--- src/rtl/dp_stream_bridge_pkg.sv ---
// Shared types and sizing helpers for the datapath stream bridge.
package dp_bridge_pkg;

   // Bridge control states: collect operands, let the datapath settle, present result.
   typedef enum logic [1:0] {
      LOAD = 2'd0,
      WAIT = 2'd1,
      OUT  = 2'd2
   } bridge_state_t;

   localparam int DP_IN_W  = 64;
   localparam int DP_OUT_W = 32;

   // Bits needed to hold values 0..n-1, never less than one bit.
   function automatic int clog2_min1(input int n);
      int r;
      r = 0;
      while ((1 << r) < n) r++;
      if (r < 1) r = 1;
      return r;
   endfunction

endpackage

--- src/rtl/dp_stream_bridge_if.sv ---
// Bundle of the operand stream, datapath operand/result ports and result stream.
//
// Handshake rule for both streams: a beat transfers on a rising edge where
// valid and ready are both high. The source holds valid and data stable until
// that edge; the bridge derives its own ready/valid only from registered
// state, so neither side may wait on the other combinationally.
interface dp_stream_bridge_if
   import dp_bridge_pkg::*;
#(
   parameter int IN_W  = DP_IN_W,
   parameter int OUT_W = DP_OUT_W,
   parameter int NIN   = 3
);
   logic                    s_valid;
   logic                    s_ready;
   logic signed [IN_W-1:0]  s_data;
   logic signed [IN_W-1:0]  op [NIN];
   logic signed [OUT_W-1:0] res_x;
   logic signed [OUT_W-1:0] res_z;
   logic                    m_valid;
   logic                    m_ready;
   logic [2*OUT_W-1:0]      m_data;
   logic                    busy;
   bridge_state_t           state;

   // Bridge side.
   modport master (
      input  s_valid, s_data, res_x, res_z, m_ready,
      output s_ready, op, m_valid, m_data, busy, state
   );

   // Fabric and datapath side.
   modport slave (
      output s_valid, s_data, res_x, res_z, m_ready,
      input  s_ready, op, m_valid, m_data, busy, state
   );
endinterface

--- src/rtl/dp_stream_bridge_lat_counter.sv ---
// Up-counter with synchronous clear that stops at TERM and flags it.
module lat_counter #(
   parameter int W    = 2,
   parameter int TERM = 2
) (
   input  logic clk_i,
   input  logic rst_i,
   input  logic clr_i,
   input  logic en_i,
   output logic tc_o
);
   logic [W-1:0] cnt_q, cnt_d;

   assign tc_o = (cnt_q == W'(TERM));

   // Next count: clear wins, otherwise count up and park at the terminal value.
   always_comb begin
      cnt_d = cnt_q;
      if (clr_i) begin
         cnt_d = '0;
      end else if (en_i && !tc_o) begin
         cnt_d = cnt_q + W'(1);
      end
   end

   // Count register.
   always_ff @(posedge clk_i) begin
      if (rst_i) cnt_q <= '0;
      else       cnt_q <= cnt_d;
   end
endmodule

--- src/rtl/dp_stream_bridge.sv ---
// Stream front/back end for a fixed-latency datapath: gathers NIN operand
// words, holds them on the operand ports, waits LAT edges, then returns the
// two captured results as one beat.
module dp_stream_bridge
   import dp_bridge_pkg::*;
#(
   parameter int IN_W  = DP_IN_W,
   parameter int OUT_W = DP_OUT_W,
   parameter int NIN   = 3,
   parameter int LAT   = 2
) (
   input logic               clk,
   input logic               rst,
   dp_stream_bridge_if.master bus
);
   localparam int             IDX_W    = clog2_min1(NIN);
   localparam int             CNT_W    = clog2_min1(LAT + 1);
   localparam logic [IDX_W-1:0] IDX_LAST = IDX_W'(NIN - 1);

   bridge_state_t          state_q, state_d;
   logic [IDX_W-1:0]       idx_q, idx_d;
   logic signed [IN_W-1:0] op_q [NIN];
   logic [2*OUT_W-1:0]     m_data_q;
   logic                   load_beat;
   logic                   capture;
   logic                   wait_done;

   // Datapath settle timer: runs only in WAIT, cleared everywhere else.
   lat_counter #(
      .W    (CNT_W),
      .TERM (LAT)
   ) u_lat_counter (
      .clk_i (clk),
      .rst_i (rst),
      .clr_i (state_q != WAIT),
      .en_i  (state_q == WAIT),
      .tc_o  (wait_done)
   );

   // Next-state, operand index and capture strobe.
   always_comb begin
      state_d   = state_q;
      idx_d     = idx_q;
      load_beat = 1'b0;
      capture   = 1'b0;
      case (state_q)
         LOAD: begin
            if (bus.s_valid) begin
               load_beat = 1'b1;
               if (idx_q == IDX_LAST) begin
                  idx_d   = '0;
                  state_d = WAIT;
               end else begin
                  idx_d = idx_q + IDX_W'(1);
               end
            end
         end
         WAIT: begin
            if (wait_done) begin
               capture = 1'b1;
               state_d = OUT;
            end
         end
         OUT: begin
            if (bus.m_ready) state_d = LOAD;
         end
         default: state_d = LOAD;
      endcase
   end

   // Control state and operand index registers.
   always_ff @(posedge clk) begin
      if (rst) begin
         state_q <= LOAD;
         idx_q   <= '0;
      end else begin
         state_q <= state_d;
         idx_q   <= idx_d;
      end
   end

   // Operand registers: written only by accepted LOAD beats, held otherwise.
   always_ff @(posedge clk) begin
      if (rst) begin
         for (int i = 0; i < NIN; i++) op_q[i] <= '0;
      end else if (load_beat) begin
         op_q[idx_q] <= bus.s_data;
      end
   end

   // Result register: bit-exact snapshot of both datapath outputs.
   always_ff @(posedge clk) begin
      if (rst)          m_data_q <= '0;
      else if (capture) m_data_q <= {bus.res_x, bus.res_z};
   end

   for (genvar g = 0; g < NIN; g++) begin : g_op
      assign bus.op[g] = op_q[g];
   end

   assign bus.s_ready = (state_q == LOAD);
   assign bus.m_valid = (state_q == OUT);
   assign bus.busy    = (state_q == WAIT) || (state_q == OUT);
   assign bus.m_data  = m_data_q;
   assign bus.state   = state_q;
endmodule

--- src/flat_wrapper.sv ---
// flat-port wrapper written by rule: the top's interface ports become plain ports
module dp_stream_bridge_flat import dp_bridge_pkg::*;
#(
   parameter int IN_W  = DP_IN_W,
   parameter int OUT_W = DP_OUT_W,
   parameter int NIN   = 3,
   parameter int LAT   = 2
)
  (clk, rst, bus_s_valid, bus_s_data, bus_res_x, bus_res_z, bus_m_ready, bus_s_ready, bus_op, bus_m_valid, bus_m_data, bus_busy, bus_state);
  dp_stream_bridge_if #(.IN_W(IN_W), .OUT_W(OUT_W), .NIN(NIN)) bus_i ();
  input logic clk;
  input logic rst;
  input wire logic [$bits(bus_i.s_valid)-1:0] bus_s_valid;
  input wire logic [$bits(bus_i.s_data)-1:0] bus_s_data;
  input wire logic [$bits(bus_i.res_x)-1:0] bus_res_x;
  input wire logic [$bits(bus_i.res_z)-1:0] bus_res_z;
  input wire logic [$bits(bus_i.m_ready)-1:0] bus_m_ready;
  output wire logic [$bits(bus_i.s_ready)-1:0] bus_s_ready;
  output wire logic [$bits(bus_i.op)-1:0] bus_op;
  output wire logic [$bits(bus_i.m_valid)-1:0] bus_m_valid;
  output wire logic [$bits(bus_i.m_data)-1:0] bus_m_data;
  output wire logic [$bits(bus_i.busy)-1:0] bus_busy;
  output wire logic [$bits(bus_i.state)-1:0] bus_state;
  assign bus_i.s_valid = bus_s_valid;
  assign bus_i.s_data = bus_s_data;
  assign bus_i.res_x = bus_res_x;
  assign bus_i.res_z = bus_res_z;
  assign bus_i.m_ready = bus_m_ready;
  assign bus_s_ready = bus_i.s_ready;
  assign bus_op = {>>{bus_i.op}};
  assign bus_m_valid = bus_i.m_valid;
  assign bus_m_data = bus_i.m_data;
  assign bus_busy = bus_i.busy;
  assign bus_state = bus_i.state;
  dp_stream_bridge #(.IN_W(IN_W), .OUT_W(OUT_W), .NIN(NIN), .LAT(LAT)) u_core (.clk(clk), .rst(rst), .bus(bus_i));
endmodule
--- config.mk ---
export PLATFORM = sky130hd
export DESIGN_NAME = dp_stream_bridge_flat
export DESIGN_NICKNAME = d
export VERILOG_FILES = /design/src/rtl/dp_stream_bridge_pkg.sv /design/src/rtl/dp_stream_bridge_if.sv /design/src/rtl/dp_stream_bridge_lat_counter.sv /design/src/rtl/dp_stream_bridge.sv /design/src/flat_wrapper.sv
export SDC_FILE = /design/constraint.sdc
export NUM_CORES = 1
export LEC_CHECK = 0
export BUFFER_PORTS_ARGS = -buffer_cell sky130_fd_sc_hd__clkbuf_2
export CAP_MARGIN = 20
export CORE_AREA = 2 2 152 154
export CTS_BUF_LIST = sky130_fd_sc_hd__clkbuf_16
export DETAILED_ROUTE_END_ITERATION = 7
export DIE_AREA = 0 0 154 156
export GPL_TIMING_DRIVEN = 0
export MAX_ROUTING_LAYER = met4
export PLACE_DENSITY_LB_ADDON = 0.05
export SYNTH_ARGS = -nofsm -noshare
export SYNTH_HDL_FRONTEND = slang
export SYNTH_SLANG_ARGS = --single-unit
--- constraint.sdc ---
create_clock -name clk -period 5.85 [get_ports clk]
set_input_delay 0 -clock clk [delete_from_list [all_inputs] [get_ports clk]]
set_output_delay 0 -clock clk [all_outputs]
set_load 0.005 [all_outputs]
After elaboration in Yosys (flattened, before gate mapping)
Memories as Yosys holds them, arrays and structs flattened.
Index checks and enable logic that the tools add are counted.
Cells by class
  $add $sub $neg: 2
  equality and inequality tests: 9
  multiplexer cells: 18
  reduce and logical (&&, ||, !) cells: 8
Operators with widths (count)
  64-bit 2-to-1 mux: 1
  64-bit OR reduction: 1
  2-bit 2-to-1 mux: 6
  1-bit 2-to-1 mux: 10
  2-bit == test (second input constant): 3
  2-bit by 1-bit != test with 1-bit output (second input constant): 3
  2-bit one-hot mux with 3 select lines: 1
  2-bit by 1-bit adder with 2-bit output (second input constant): 2
  2-bit != test (second input constant): 2
  4-bit AND reduction: 1
  2-bit by 1-bit == test with 1-bit output (second input constant): 1
  2-bit zero test: 1
  2-bit AND reduction: 1
  2-bit OR reduction: 1
  1-bit logical AND: 1
  1-bit zero test: 1
  1-bit logical OR: 1
Storage, ports and cells
  flip-flop bits (word level): 70
  memory bits (writable): 192
  output and inout bits: 261
  word-level logic and storage cells: 42
  memories: 1
Memory list
  u_core.op_q: words 3, bits a word 64, rd ports 3, clocked after memory_dff 0, wr ports 3, RTL line dp_stream_bridge.sv:22  | logic signed [IN_W-1:0] op_q [NIN];

Depth between registers and ports, before layout
  word-level depth: 7
  mapped depth: 7
  mapped depth without buffers: 5

By module
A second synthesis with hierarchy kept.
Unflattened totals
  cells, all modules: 729
  area, all modules: 9741.8 um2
By module, submodules not included
  dp_stream_bridge: instances 1, cells an instance 720, area each 9636.7 um2
  lat_counter: instances 1, cells an instance 9, area each 105.1 um2

Worst setup path before layout
Ideal clock, no wire load.
  path type: reg2reg
  start: register u_core.state_q[0] (netlist: u_core.bus.state[0])
  end: memory u_core.op_q[1][0] in the netlist's numbering, enable pin
  data arrival time: 2.113 ns
  required time: 5.456 ns
  slack: 3.342 ns
  cell stages (with the launch flop): 7
  buffers on the path: 1
  period minus slack after synthesis: 2.508 ns
  cell sequence: dfxtp_1 > inv_1 > ha_1 > nand2_2 > nor4b_2 > buf_6 > or2_2
RTL lines
  from (decl): RTL line dp_stream_bridge.sv:20  | bridge_state_t state_q, state_d;
  from (signal assigned): RTL line dp_stream_bridge.sv:77  | state_q <= state_d;
  to (decl): RTL line dp_stream_bridge.sv:22

==> summary.md <==
| Metric | Value |
|---|---|
| Rel. slew slack | 0.6331 |
| Critical path class | reg2reg |
| Layout cell share with drive strength beyond 1 | 0.3602 |
| CP Launch Type | register |
| Synth top cells by count | 193 x and2_1, 192 x edfxtp_1, 130 x nand2_1 |
| Multi-input logic area | 2291 sq um |
| Worst setup margin | 3362 ps |
| Crit end category | register |
| Minimum clock period | 2488 ps |
| DRT iter0 DRCs | 323 |
| RSZ-0062 raised after global routing | false |
| Crit Path Max Fanout | 41 |
| Final setup TNS | 0 ps |
| Leakage | 0.006264 uW |
| Tcrit/Tclk final | 0.4252 |
| Mapped Cells | 728 |
| Initial Util | 0.4370 |
| Power per standard cell area | 304.3 nW/um^2 |
| Least-Margin Pin Slew | 550.3 ps |
| First-pass GRT wire length | 40.69 mm |
| Clk_skew | 9.656 ps |
| Number of flops mapped to enable cells by yosys | 192 |
| Core footprint | 22370 sq um |
| Via Count | 7312 |
| # setup viols final | 0 |
| Hold Path Cell Cnt | 3 |
| DR vias/cell | 4.599 |
| Longest Clk Path Bufs | 3 |
| Largest net degree at the start of global routing | 42 |
| Fin. Hold Viols | 0 |
| Register area share after synthesis | 0.7333 |
| Detailed Routing Iterations Pass 1 | 4 |
| Gpl congestion | 0.8113 |
| Highest Clock Rate | 402.0 MHz |
| Die width | 154 um |
| CTS tree | yes |
| Overall die area | 24020 sq um |
| Mean post-synth cell area | 13.42 sq um |
| Peak VDD IR | 0.1885 mV |
| Nets | 1421 |
| DRT antenna net count | 0 |
| Post-synth top area cell | edfxtp_1 |
| Slew Viols, Final | 0 |
| Layout area overhead | 46.55% |
| Resize count post-CTS | 0 |
| Drt drc | 0 |
| Flops & latches, synth | 262 |
| Clock sinks | 262 |
| CTS root buffer | clkbuf_16 |
| Ranking of synthesized cells by area | edfxtp_1 59%, dfxtp_1 14%, and2_1 12% |
| Die Y | 156 um |
| Place WS | 3307 ps |
| Critical Path RT | 6060 ps |
| Most used DFF post-synth | edfxtp_1 |
| Worst r2r path cells | 7 |
| Initial antenna violation count | 0 |
| Vias in the first global route | 7287 |
| GR Overflow Total | 0 |
| FILL cells | 1738 |
| Port Buf Inserts | 392 |
| Clock slew at reported path FFs | 60 ps |
| CTS H-tree depth | 1 |
| Min-Delay Path Class | in2reg |
| Area of the mapped netlist | 9773 sq um |
| Netlist cell types | 26 |
| Post-CTS Setup Bufs | 0 |
| TritonCTS Buffers | 28 |
| Worst-Skew Late Latency | 530 ps |
| Synth top area share | 0.5899 |
| GRT Overall Usage | 0.2238 |
| Yosys warnings | 0 |
| Ant diodes | 0 |
| Critical path arrival | 2690 ps |
| Dpl hpwl | 18.32 mm |
| Rows | 55 |
| Max cap viols | 0 |
| Mapped Nets | 866 |
| Routed WL per cell | 17.06 um |
| Status | finished, final reports clean |
| Most common cell in the netlist | and2_1 |
| Register area | 7167 sq um |
| Detailed Route WL | 27.13 mm |
| Async set-or-reset flop fraction in the synthesized netlist | 0 |
| I/O pin cnt | 393 |
-- kinds of logic after synthesis --
family,Yosys count,synth area share
AOI/OAI and AO/OA,67,0.03482
xor gates and xnor gates,1,0.0008963
adders and majority gates,6,0.007681
buffers and inverters,47,0.03303
DFF,262,0.7333
muxes,3,0.003073
and+or+nand+nor,342,0.1872
-- layer usage --
metal  vias to the layer above  routed length, um  track usage
li1                       3569                  -            -
met1                      3383              10850       0.2578
met2                       301              13510       0.3876
met3                        59               1897      0.05028
met4                         0                873      0.07833
met5                         -                  0            -
-- metrics by stage --
| stage | util | hold slack, ps | std cells | power (uW) | instance area (sq um) |
|---|---|---|---|---|---|
| CTS | 0.6404 | 33.73 | 1590 | 4403 | 14320 |
| floorplan | - | 136.0 | 728 | 2411 | 9773 |
| finish | 0.6404 | 64.72 | 1590 | 4359 | 14320 |
| global placement | 0.5406 | 223.2 | 1405 | 2684 | 12090 |
| global route | 0.6404 | 79.57 | 1590 | 4523 | 14320 |
| detailed placement | 0.5443 | 227.5 | 1408 | 2697 | 12170 |
-- flip-flops by register name (all words and copies together) (netlist names) --
name	flops
u_core.u_lat_counter.cnt_q	2
u_core.bus.state	2
u_core.bus.m_data	64
u_core.idx_q	2
u_core.op_q	192
-- path summary, 6_finish.rpt --
kind | start | to | slack (ps)
setup / recovery | u_core.bus.state[0] | u_core.op_q[1][18] | 3360
hold / removal | rst | u_core.bus.m_data[10] | 60
setup reg to reg | u_core.bus.state[0] | u_core.op_q[1][18] | 3360
hold reg to reg | u_core.bus.m_data[7] | u_core.bus.m_data[7] | 450
-- critical path, cell delays in order (launching register included) --
cell	delay, ps
dfxtp_1	350
inv_1	120
ha_1	260
nand2_2	130
nor4b_2	300
buf_6	240
or2_4	420
buf_16	300
-- timing repair --
| action | in CTS | in global routing |
|---|---|---|
| endpoints found under the setup margin | 0 | 0 |
| hold endpoints to repair | 260 | 0 |
| hold buffers | 130 | 0 |
-- power by group --
| group | internal, uW | leakage [uW] | switching (uW) |
|---|---|---|---|
| clock | 934 | 0.000447 | 706 |
| sequential | 2150 | 0.00256 | 43.9 |
| combinational | 254 | 0.00325 | 269 |
-- layout make-up --
class | instances | area share
buffer | 42 | 0.02123
sequential | 262 | 0.5004
timing repair buffer | 525 | 0.2331
clock buffer | 29 | 0.05067
clock inverter | 23 | 0.008474
inverter | 5 | 0.001310
multi-input combinational | 419 | 0.1600
tap | 285 | 0.02490
-- cell usage in the layout, fill, tap and decap left out --
cell type / instances
inv_2: 6
buf_4: 1
mux2i_1: 3
nor4_2: 1
a21oi_1: 66
buf_6: 2
buf_8: 10
clkinv_2: 6
clkinvlp_2: 1
clkinv_1: 6
and2_1: 193
nor4b_2: 2
dfxtp_1: 70
nand2_2: 1
nand2b_1: 5
inv_1: 8
nor2_1: 5
buf_16: 2
nand4b_1: 1
dlygate4sd3_1: 130
a222oi_1: 1
bufinv_16: 1
clkbuf_2: 397
nand2_1: 130
ha_1: 6
clkbuf_1: 16
or2_4: 3
buf_1: 1
edfxtp_1: 192
nand3b_1: 1
xor2_1: 1
buf_12: 1
buf_2: 7
clkbuf_16: 29
Power figures use the tool's default switching activity.
